--- src/rtl/fx3_stream_ctrl_pkg.sv ---
// Shared types and constants for the FX3 slave-FIFO streaming controller.
package fx3_stream_ctrl_pkg;
    localparam int unsigned DATA_WIDTH       = 10;
    localparam int unsigned USB_WIDTH        = 16;
    localparam int unsigned PAD_WIDTH        = USB_WIDTH - DATA_WIDTH;
    localparam int unsigned DEF_READ_LATENCY = 1;
    localparam int unsigned SKID_DEPTH       = DEF_READ_LATENCY + 2;

    typedef enum logic [1:0] {StIdle, StStream, StRelease} state_t;

    // Room for every read that can be in flight plus one word held against a stalled FX3.
    function automatic int unsigned skid_depth(input int unsigned read_latency);
        return read_latency + 2;
    endfunction
endpackage

--- src/rtl/fx3_stream_ctrl_if.sv ---
// Buffer-read and GPIF slave-FIFO signals seen by the streaming controller.
interface fx3_stream_ctrl_if;
    import fx3_stream_ctrl_pkg::*;

    logic                  data_available;
    logic [DATA_WIDTH-1:0] buffer_data;
    logic                  is_reading;
    logic                  fx3_ready;
    logic [USB_WIDTH-1:0]  usb_data;
    logic                  usb_write;

    modport master (
        input  data_available, buffer_data, fx3_ready,
        output is_reading, usb_data, usb_write
    );

    modport slave (
        output data_available, buffer_data, fx3_ready,
        input  is_reading, usb_data, usb_write
    );
endinterface

--- src/rtl/fx3_stream_ctrl_skid.sv ---
// Small synchronous FIFO absorbing buffer reads still in flight when FX3 stalls.
module fx3_stream_ctrl_skid #(
    parameter int unsigned    DEPTH = 3,
    parameter int unsigned    WIDTH = 16,
    localparam int unsigned   CNT_W = $clog2(DEPTH + 1)
) (
    input  logic             i_clk,
    input  logic             i_rst,
    input  logic             i_push,
    input  logic [WIDTH-1:0] i_data,
    input  logic             i_pop,
    output logic [WIDTH-1:0] o_data,
    output logic [CNT_W-1:0] o_count,
    output logic             o_empty
);
    localparam int unsigned PTR_W = (DEPTH > 1) ? $clog2(DEPTH) : 1;

    logic [WIDTH-1:0] r_mem [DEPTH];
    logic [PTR_W-1:0] r_wr_ptr;
    logic [PTR_W-1:0] r_rd_ptr;
    logic [CNT_W-1:0] r_count;

    function automatic logic [PTR_W-1:0] ptr_inc(input logic [PTR_W-1:0] p);
        return (p == PTR_W'(DEPTH - 1)) ? '0 : p + PTR_W'(1);
    endfunction

    always_ff @(posedge i_clk or posedge i_rst) begin
        if (i_rst) begin
            r_wr_ptr <= '0;
            r_rd_ptr <= '0;
            r_count  <= '0;
        end else begin
            if (i_push) r_wr_ptr <= ptr_inc(r_wr_ptr);
            if (i_pop)  r_rd_ptr <= ptr_inc(r_rd_ptr);
            if (i_push && !i_pop) begin
                r_count <= r_count + CNT_W'(1);
            end else if (i_pop && !i_push) begin
                r_count <= r_count - CNT_W'(1);
            end
        end
    end

    always_ff @(posedge i_clk) begin
        if (i_push) r_mem[r_wr_ptr] <= i_data;
    end

    assign o_data  = r_mem[r_rd_ptr];
    assign o_count = r_count;
    assign o_empty = (r_count == '0);
endmodule

--- src/rtl/fx3_stream_ctrl.sv ---
// Drains one ping-pong buffer block per dataAvailable and streams it to the FX3 GPIF slave FIFO,
// with read flow control against a skid buffer and an optional counter test pattern.
module fx3_stream_ctrl
    import fx3_stream_ctrl_pkg::*;
#(
    parameter int unsigned BLOCK_WORDS  = 8192,
    parameter int unsigned READ_LATENCY = DEF_READ_LATENCY
) (
    input  logic              i_read_clock,
    input  logic              i_reset,
    input  logic              i_capture_enable,
    input  logic              i_test_mode,
    fx3_stream_ctrl_if.master io_bus,
    output logic              o_block_done,
    output logic              o_busy
);
    localparam int unsigned DEPTH  = skid_depth(READ_LATENCY);
    localparam int unsigned CNT_W  = $clog2(BLOCK_WORDS + 1);
    localparam int unsigned SCNT_W = $clog2(DEPTH + 1);
    localparam int unsigned OCC_W  = $clog2(DEPTH + READ_LATENCY + 1);

    state_t                  r_state;
    state_t                  w_state_next;
    logic [CNT_W-1:0]        r_reads_left;
    logic [CNT_W-1:0]        r_writes_left;
    logic [READ_LATENCY-1:0] r_rd_pipe;
    logic [DATA_WIDTH-1:0]   r_pattern;

    logic                    w_start;
    logic                    w_is_reading;
    logic                    w_ret_valid;
    logic                    w_skid_empty;
    logic                    w_usb_write;
    logic                    w_accept;
    logic                    w_push;
    logic                    w_pop;
    logic [OCC_W-1:0]        w_in_flight;
    logic [SCNT_W-1:0]       w_skid_count;
    logic [USB_WIDTH-1:0]    w_ret_word;
    logic [USB_WIDTH-1:0]    w_skid_head;

    always_ff @(posedge i_read_clock or posedge i_reset) begin
        if (i_reset) r_state <= StIdle;
        else         r_state <= w_state_next;
    end

    // RELEASE waits for the buffer flag to drop so a drained block is never read twice.
    always_comb begin
        w_state_next = r_state;
        unique case (r_state)
            StIdle:    if (i_capture_enable && io_bus.data_available) w_state_next = StStream;
            StStream:  if (r_writes_left == '0) w_state_next = StRelease;
            StRelease: if (!io_bus.data_available) w_state_next = StIdle;
            default:   w_state_next = StIdle;
        endcase
    end

    always_comb begin
        w_is_reading = 1'b0;
        o_block_done = 1'b0;
        o_busy       = 1'b1;
        unique case (r_state)
            StIdle: o_busy = 1'b0;
            StStream: begin
                w_is_reading = (r_reads_left != '0) &&
                               ((OCC_W'(w_skid_count) + w_in_flight) < OCC_W'(DEPTH));
                o_block_done = (r_writes_left == '0);
            end
            default: ;
        endcase
    end

    assign w_start = (r_state == StIdle) && (w_state_next == StStream);

    always_comb begin
        w_in_flight = '0;
        for (int i = 0; i < READ_LATENCY; i++) begin
            w_in_flight = w_in_flight + OCC_W'(r_rd_pipe[i]);
        end
    end

    always_ff @(posedge i_read_clock or posedge i_reset) begin
        if (i_reset) begin
            r_reads_left  <= '0;
            r_writes_left <= '0;
        end else if (w_start) begin
            r_reads_left  <= CNT_W'(BLOCK_WORDS);
            r_writes_left <= CNT_W'(BLOCK_WORDS);
        end else begin
            if (w_is_reading) r_reads_left  <= r_reads_left - CNT_W'(1);
            if (w_accept)     r_writes_left <= r_writes_left - CNT_W'(1);
        end
    end

    // Pattern advances per word entering the output path; order is preserved, so it tracks accepts.
    always_ff @(posedge i_read_clock or posedge i_reset) begin
        if (i_reset) begin
            r_rd_pipe <= '0;
            r_pattern <= '0;
        end else begin
            r_rd_pipe[0] <= w_is_reading;
            for (int i = 1; i < READ_LATENCY; i++) begin
                r_rd_pipe[i] <= r_rd_pipe[i-1];
            end
            if (w_ret_valid) r_pattern <= r_pattern + DATA_WIDTH'(1);
        end
    end

    assign w_ret_valid = r_rd_pipe[READ_LATENCY-1];
    assign w_ret_word  = {{PAD_WIDTH{1'b0}}, (i_test_mode ? r_pattern : io_bus.buffer_data)};

    // Returning data bypasses an empty skid so the first write follows the read by READ_LATENCY.
    assign w_usb_write = !w_skid_empty || w_ret_valid;
    assign w_accept    = w_usb_write && io_bus.fx3_ready;
    assign w_pop       = !w_skid_empty && io_bus.fx3_ready;
    assign w_push      = w_ret_valid && !(w_skid_empty && io_bus.fx3_ready);

    fx3_stream_ctrl_skid #(
        .DEPTH (DEPTH),
        .WIDTH (USB_WIDTH)
    ) u_skid (
        .i_clk   (i_read_clock),
        .i_rst   (i_reset),
        .i_push  (w_push),
        .i_data  (w_ret_word),
        .i_pop   (w_pop),
        .o_data  (w_skid_head),
        .o_count (w_skid_count),
        .o_empty (w_skid_empty)
    );

    assign io_bus.is_reading = w_is_reading;
    assign io_bus.usb_write  = w_usb_write;
    assign io_bus.usb_data   = !w_usb_write ? '0 : (w_skid_empty ? w_ret_word : w_skid_head);
endmodule

--- src/flat_wrapper.sv ---
// flat-port wrapper written by rule: the top's interface ports become plain ports
module fx3_stream_ctrl_flat import fx3_stream_ctrl_pkg::*;
#(
    parameter int unsigned BLOCK_WORDS  = 8192,
    parameter int unsigned READ_LATENCY = DEF_READ_LATENCY
)
  (i_read_clock, i_reset, i_capture_enable, i_test_mode, o_block_done, o_busy, io_bus_data_available, io_bus_buffer_data, io_bus_fx3_ready, io_bus_is_reading, io_bus_usb_data, io_bus_usb_write);
  fx3_stream_ctrl_if io_bus_i ();
  input  logic i_read_clock;
  input  logic i_reset;
  input  logic i_capture_enable;
  input  logic i_test_mode;
  output logic o_block_done;
  output logic o_busy;
  input wire logic [$bits(io_bus_i.data_available)-1:0] io_bus_data_available;
  input wire logic [$bits(io_bus_i.buffer_data)-1:0] io_bus_buffer_data;
  input wire logic [$bits(io_bus_i.fx3_ready)-1:0] io_bus_fx3_ready;
  output wire logic [$bits(io_bus_i.is_reading)-1:0] io_bus_is_reading;
  output wire logic [$bits(io_bus_i.usb_data)-1:0] io_bus_usb_data;
  output wire logic [$bits(io_bus_i.usb_write)-1:0] io_bus_usb_write;
  assign io_bus_i.data_available = io_bus_data_available;
  assign io_bus_i.buffer_data = io_bus_buffer_data;
  assign io_bus_i.fx3_ready = io_bus_fx3_ready;
  assign io_bus_is_reading = io_bus_i.is_reading;
  assign io_bus_usb_data = io_bus_i.usb_data;
  assign io_bus_usb_write = io_bus_i.usb_write;
  fx3_stream_ctrl #(.BLOCK_WORDS(BLOCK_WORDS), .READ_LATENCY(READ_LATENCY)) u_core (.i_read_clock(i_read_clock), .i_reset(i_reset), .i_capture_enable(i_capture_enable), .i_test_mode(i_test_mode), .io_bus(io_bus_i), .o_block_done(o_block_done), .o_busy(o_busy));
endmodule
--- config.mk ---
export PLATFORM = sky130hd
export DESIGN_NAME = fx3_stream_ctrl_flat
export DESIGN_NICKNAME = d
export VERILOG_FILES = /design/src/rtl/fx3_stream_ctrl_pkg.sv /design/src/rtl/fx3_stream_ctrl_if.sv /design/src/rtl/fx3_stream_ctrl_skid.sv /design/src/rtl/fx3_stream_ctrl.sv /design/src/flat_wrapper.sv
export SDC_FILE = /design/constraint.sdc
export NUM_CORES = 1
export LEC_CHECK = 0
export BUFFER_PORTS_ARGS = -buffer_cell sky130_fd_sc_hd__clkbuf_2
export CAP_MARGIN = 20
export CORE_MARGIN = 2
export CORE_UTILIZATION = 45
export CTS_CLUSTER_SIZE = 10
export DETAILED_ROUTE_END_ITERATION = 10
export SYNTH_ARGS = -nofsm -noshare
export SYNTH_HDL_FRONTEND = slang
export SYNTH_SLANG_ARGS = --single-unit
--- constraint.sdc ---
create_clock -name i_read_clock -period 2.59 [get_ports i_read_clock]
set_input_delay 0.1295 -clock i_read_clock [delete_from_list [all_inputs] [get_ports i_read_clock]]
set_output_delay 0.1295 -clock i_read_clock [all_outputs]
set_load 0.02 [all_outputs]
==> results.json, run 1 <==
{
  "status": "completed",
  "worstSetupEndpointType": "output port",
  "yosysWarnings": 0,
  "dieArea_mm2": 0.009088,
  "syn_to_final_growth_pct": 13.20,
  "drt_iter0_markers": 97,
  "clkLatencyLatePin_ps": 340,
  "critPathMaxFanout": 6,
  "ant_nets": 0,
  "use_met3": 0.02688,
  "cts_tree": "done",
  "htree_num_levels": 3,
  "fin_nets": 399,
  "drtPass1Iterations": 4,
  "leakagePower_nw": 1.775,
  "io_pins": 36,
  "use_met1": 0.2187,
  "clk_pin_slew_ps": 80,
  "routed_wl_mm": 7.255,
  "place.gp.congestion": 0.7519,
  "busiest_layer": "met2",
  "setup_slack_ps": 174.1,
  "hpwlAfterDp_mm": 4.961,
  "post_drt_wl_per_cell_um": 14.87,
  "clock.fmax_mhz": 413.9,
  "total_power_mw": 5.305,
  "ys_seq_elements": 77,
  "start_kind": "flop",
  "finalHoldViolCount": 0,
  "slew_viol_final": 0,
  "rsz0062_at_grt": "no",
  "cp.arrival_ps": 2290,
  "std_cell_rows": 33,
  "nFillCells": 742,
  "vias": 2623,
  "p_per_area_mw_per_mm2": 1249,
  "synth_flop_cell": "dfrtp_1",
  "postCtsSetupBuffers": 0,
  "async_reset_ff_frac": 0.6104,
  "critical_path_required_ps": 2460,
  "seqCellArea_mm2": 0.002077,
  "synth_area_mm2": 0.003754,
  "cts_sinks": 77,
  "final_common_cell": "dfrtp_1",
  "grt_pass1_wl_mm": 12.10,
  "ctsLongestPathBuffers": 2,
  "die_w_um": 95.33,
  "hold_class": "input pin to flop",
  "avgSynthCellArea_um2": 10.98,
  "maxCapViolCount": 0,
  "start_util": 0.4615,
  "final_cell_mix": "dfrtp_1 (47), nor2_1 (33), edfxtp_1 (30)",
  "vias_per_cell": 5.375,
  "worst_slew_pin_slew_ps": 690.7,
  "timing_worst_setup_path_type": "flop to output port",
  "yosysSeqAreaShare": 0.5533,
  "skew_ps": 12.05,
  "period_needed_ps": 2416,
  "grt_overflow": 0,
  "vdd_drop_max_v": 0.0004087,
  "grt_max_degree": 48,
  "numCtsBuffers": 9,
  "io_buffers": 29,
  "grt_pass1_vias": 2571,
  "setup_viol": 0,
  "fin_setup_tns_ps": 0,
  "use_met2": 0.3022,
  "diodes": 0,
  "clock_tree.root_cell": "clkbuf_8",
  "drc": 0,
  "core_area_mm2": 0.008134,
  "relSlewSlack": 0.5395,
  "antenna_found_initial": 0,
  "synth_edf_count": 30,
  "grt_usage": 0.1746,
  "dp_slack_ps": 389.3,
  "die_y_um": 95.33,
  "synth_cell_types": 46,
  "synthCells": 342,
  "layout-drive-gt1-share": 0.1880,
  "finalCritPeriodShare": 0.9328,
  "multi_input_area_mm2": 0.001567
}
==> logic make-up (layout without fill, tap and decap cells) <==
kind of cell / count (synthesis) / after routing / share of synthesized area
simple gates: 129 / 129 / 0.1877
buf+inv: 28 / 64 / 0.03433
mux: 26 / 26 / 0.07300
other cells: 1 / 6 / 0.0009990
fa+ha+maj: 5 / 5 / 0.01667
compound gates: 59 / 59 / 0.09434
xor+xnor: 17 / 17 / 0.03967
flops: 77 / 77 / 0.5533
==> metrics by stage <==
stage | hold slack [ps] | instances | cell area [um^2] | utilization
finish | 42.47 | 488 | 4249 | 0.5224
global route | 67.64 | 488 | 4249 | 0.5224
CTS | 41.61 | 486 | 4219 | 0.5187
detailed placement | 403.3 | 470 | 4010 | 0.4930
global placement | 398.2 | 470 | 4010 | 0.4930
floorplan | 281.5 | 347 | 3772 | -
==> area by class of cell <==
class	count	share of cell area
sequential	77	0.4888
tap	105	0.03092
inverter	10	0.008834
clock buffer	12	0.03180
timing repair buffer	38	0.05359
multi-input combinational	242	0.3687
clock inverter	4	0.01737
==> per-layer routing <==
layer	up-vias	part of all wire
met5	-	0
met4	0	0.018
met3	12	0.041
met2	50	0.50
met1	1255	0.44
li1	1306	-
==> registers in the layout (all words and copies together), names as in the netlist <==
| signal | count |
|---|---|
| u_core.u_skid.r_mem | 30 |
| u_core.r_reads_left | 14 |
| u_core.r_writes_left | 14 |
| u_core.r_pattern | 10 |
| u_core.r_state | 2 |
| u_core.u_skid.o_count | 2 |
| u_core.u_skid.r_rd_ptr | 2 |
| u_core.u_skid.r_wr_ptr | 2 |
| u_core.r_rd_pipe | 1 |
==> what timing repair did <==
| item | 4_1_cts | 5_1_grt |
|---|---|---|
| hold buffers | 0 | 1 |
| setup endpoints to repair | 0 | 0 |
| endpoints found under the hold margin | 0 | 47 |
| resized for setup | 0 | 0 |
==> power by group <==
part           leakage, nW  internal [mW]  switching [mW]  total [mW]
sequential           0.868           1.76           0.460        2.22
combinational        0.802          0.877            1.25        2.12
clock                0.105          0.544           0.423       0.967
total                 1.77           3.18            2.13        5.31
==> Yosys cell counts, types with 2 or more instances <==
master    number  area [um^2]
nand2b_1       4        25.02
or3_1          7        43.79
a211oi_1       2        15.01
nand2_1       23        86.33
nand3_1       16        80.08
nand4b_1       3        26.28
o21ai_0       20        100.1
nor4_1         4        25.02
nor2_1        33        123.9
mux2i_1       15        150.1
a21o_1         3        22.52
inv_1         10        37.54
mux2_2        11        123.9
or4_1          3        22.52
clkbuf_1      11        41.29
nor3b_1        3        22.52
buf_4          6        45.04
a21oi_1       20        100.1
or2_2          3        18.77
xor2_1         9        78.83
and3_1         2        12.51
edfxtp_1      30        900.9
nor3_1         6        30.03
ha_1           5        62.56
dfrtp_1       47         1176
xnor2_1        8        70.07
nor4_4         2        42.54
o211ai_1       3        22.52
nor2b_1        4        25.02
nand3b_1       2        15.01
o31ai_1        3        22.52
a21bo_2        2        20.02
nand4_1        9        56.30
==> worst paths after layout <==
check | to | depth (start not counted) | startpoint | slack (ps)
max | io_bus_is_reading | 7 | u_core.r_reads_left[0] | 170
min in group asynchronous | u_core.r_writes_left[12] | 3 | i_reset | 210
max reg2reg | u_core.r_reads_left[13] | 6 | u_core.u_skid.o_count[0] | 360
min reg2reg | u_core.r_pattern[9] | 1 | u_core.r_pattern[9] | 470
min | u_core.r_state[1] | 3 | io_bus_data_available | 40
max in group asynchronous | u_core.u_skid.o_count[1] | 4 | i_reset | 1900
==> worst max-delay path, cell delays in order, from the launching register on <==
cell and delay [ps]:
dfrtp_1 410, inv_1 70, ha_1 230, nor3b_1 410, and4_1 360, nand2b_1 220, inv_1 90, clkbuf_2 160
Note: power is estimated with default switching activity, not from simulation.
==> run 2: changes to the inputs <==
--- a/config.mk
+++ b/config.mk
@@ -11,6 +11,7 @@
 export CORE_UTILIZATION = 45
 export CTS_CLUSTER_SIZE = 10
 export DETAILED_ROUTE_END_ITERATION = 10
+export SLEW_MARGIN = 0
 export SYNTH_ARGS = -nofsm -noshare
 export SYNTH_HDL_FRONTEND = slang
 export SYNTH_SLANG_ARGS = --single-unit
==> constraint.sdc (replaced) <==
create_clock -name i_read_clock -period 2.35 [get_ports i_read_clock]
set_input_delay 0.1175 -clock i_read_clock [delete_from_list [all_inputs] [get_ports i_read_clock]]
set_output_delay 0.1175 -clock i_read_clock [all_outputs]
set_load 0.02 [all_outputs]
==> run 2 against run 1 <==
Net effect: utilization grew 0.49 points; total power increased by 11%; critical path depth did not move; worst setup slack better by 4.9 ps; die area unchanged; clock power rose by 8%; combinational power rose by 15%; count of clock-buffer cells in the layout shrank 3; first-iteration DRC count down 4.1%; design area rose by 0.94%; sequential share of layout area is 0.46 points lower.
==> results.json, run 2 (synthesized netlist as in run 1, its figures left out) <==
{
  "post_drt_wl_per_cell_um": 14.73,
  "final_cell_mix": "dfrtp_1 (47), nor2_1 (33), edfxtp_1 (30)",
  "setup_slack_ps": 179.0,
  "routed_wl_mm": 7.277,
  "critPathMaxFanout": 6,
  "htree_num_levels": 3,
  "leakagePower_nw": 1.795,
  "setup.worst_path.start": "u_core.r_reads_left[0]",
  "layout-drive-gt1-share": 0.2134,
  "met3WireLength_um": 296,
  "rr_worst_depth": 6,
  "clock.fmax_mhz": 460.6,
  "period_needed_ps": 2171,
  "clock_tree.root_cell": "clkbuf_8",
  "slew_viol_final": 0,
  "relSlewSlack": 0.5226,
  "vias_per_cell": 5.316,
  "finalNonFillerCells": 494,
  "std_cell_rows": 33,
  "grt_overflow": 0,
  "place.gp.congestion": 0.7423,
  "total_power_mw": 5.897,
  "fin_nets": 405,
  "vias": 2626,
  "wl_met2_mm": 3.529,
  "io_buffers": 29,
  "maxCapViolCount": 0,
  "wl_met1_mm": 3.355,
  "numCtsBuffers": 9,
  "vdd_drop_max_v": 0.0004311,
  "multi_input_area_mm2": 0.001579,
  "finalCritPeriodShare": 0.9238,
  "dp.cells": 476,
  "cts_tree": "done",
  "timing_worst_setup_path_type": "flop to output port",
  "largest_reg_flops": 30,
  "hpwlAfterDp_mm": 4.980,
  "r2r-end": "u_core.r_reads_left[10]",
  "cts_sinks": 77,
  "die_w_um": 95.33,
  "hp-start": "io_bus_data_available",
  "status": "completed",
  "antenna_found_initial": 0,
  "regMostFlops": "u_core.u_skid.r_mem",
  "crit-reg2reg-launch": "u_core.u_skid.o_count[0]",
  "fin_setup_tns_ps": 0,
  "start_kind": "flop",
  "largestRegisters": "u_core.u_skid.r_mem: 30 flops, u_core.r_reads_left: 14 flops, u_core.r_writes_left: 14 flops",
  "dieArea_mm2": 0.009088,
  "ant_nets": 0,
  "clk_pin_slew_ps": 90,
  "die_y_um": 95.33,
  "dp_slack_ps": 366.4,
  "io_pins": 36,
  "cp.arrival_ps": 2050,
  "clkLatencyLatePin_ps": 350,
  "grt_max_degree": 26,
  "core_area_mm2": 0.008134,
  "final_common_cell": "dfrtp_1",
  "diodes": 0,
  "setup_viol": 0,
  "holdPathStages": 3,
  "hold_end": "u_core.r_state[1]",
  "drc": 0,
  "drt_iter0_markers": 93,
  "top_layer": "met4",
  "grt_usage": 0.1752,
  "seqCellArea_mm2": 0.002077,
  "syn_to_final_growth_pct": 14.27,
  "drtPass1Iterations": 4,
  "finalHoldViolCount": 0,
  "reg2reg_setup_slack_ps": 360,
  "grt_pass1_wl_mm": 12.03,
  "p_per_area_mw_per_mm2": 1375,
  "critical_path_required_ps": 2230,
  "worst_slew_pin_slew_ps": 716.1,
  "skew_ps": 14.46,
  "hold_class": "input pin to flop",
  "nFillCells": 722,
  "grt_pass1_vias": 2509,
  "ctsLongestPathBuffers": 2,
  "rsz0062_at_grt": "no",
  "fin_util": 0.5273,
  "start_util": 0.4615,
  "worstSetupEndpointType": "output port"
}
-- run 2: layout make-up --
class | count | area share
Clock buffer | 9 | 0.02888
Clock inverter | 7 | 0.01867
Inverter | 10 | 0.008751
Multi-Input combinational cell | 242 | 0.3681
Sequential cell | 77 | 0.4842
Tap cell | 105 | 0.03063
Timing Repair Buffer | 44 | 0.06068
-- run 2: metal layers --
layer,up-vias,global-route usage
li1,1312,-
met4,0,0.06039
met1,1261,0.2242
met5,-,0
met2,49,0.2881
met3,4,0.04664
-- run 2: worst max-delay path by stage --
| stage | end |
|---|---|
| after floorplan | u_core.u_skid.r_mem[1][0] |
| after global placement | u_core.r_reads_left[13] |
| after detailed placement | u_core.r_reads_left[13] |
| after CTS | o_block_done |
| after global routing | io_bus_is_reading |
| final | io_bus_is_reading |
-- run 2: what timing repair did --
action	4_1_cts	5_1_grt
hold endpoints to repair	19	0
buffers inserted	0	1
pin swaps	0	1
setup endpoints to repair	1	2
resized for setup	1	2
hold buffers	1	0
-- run 2: where the power goes --
part / total [mW] / internal, mW / switching [mW]
clock network: 1.04 / 0.506 / 0.537
logic: 2.44 / 1.02 / 1.42
registers: 2.41 / 1.93 / 0.477
total: 5.90 / 3.46 / 2.43
-- run 2: worst max-delay path, stage by stage, from the launching register on --
cell,delay (ps)
dfrtp_1,410
inv_1,70
ha_1,230
nor3b_4,260
and4_2,310
nand2b_1,190
inv_1,80
clkbuf_2,160
-- run 2: per-stage QoR --
| step | cell area [um^2] | hold WS (ps) |
|---|---|---|
| after floorplan | 3772 | 269.5 |
| after global placement | 4055 | 134.3 |
| after detailed placement | 4055 | 133.0 |
| after CTS | 4274 | 36.55 |
| after global routing | 4289 | 41.34 |
| final | 4289 | 53.36 |
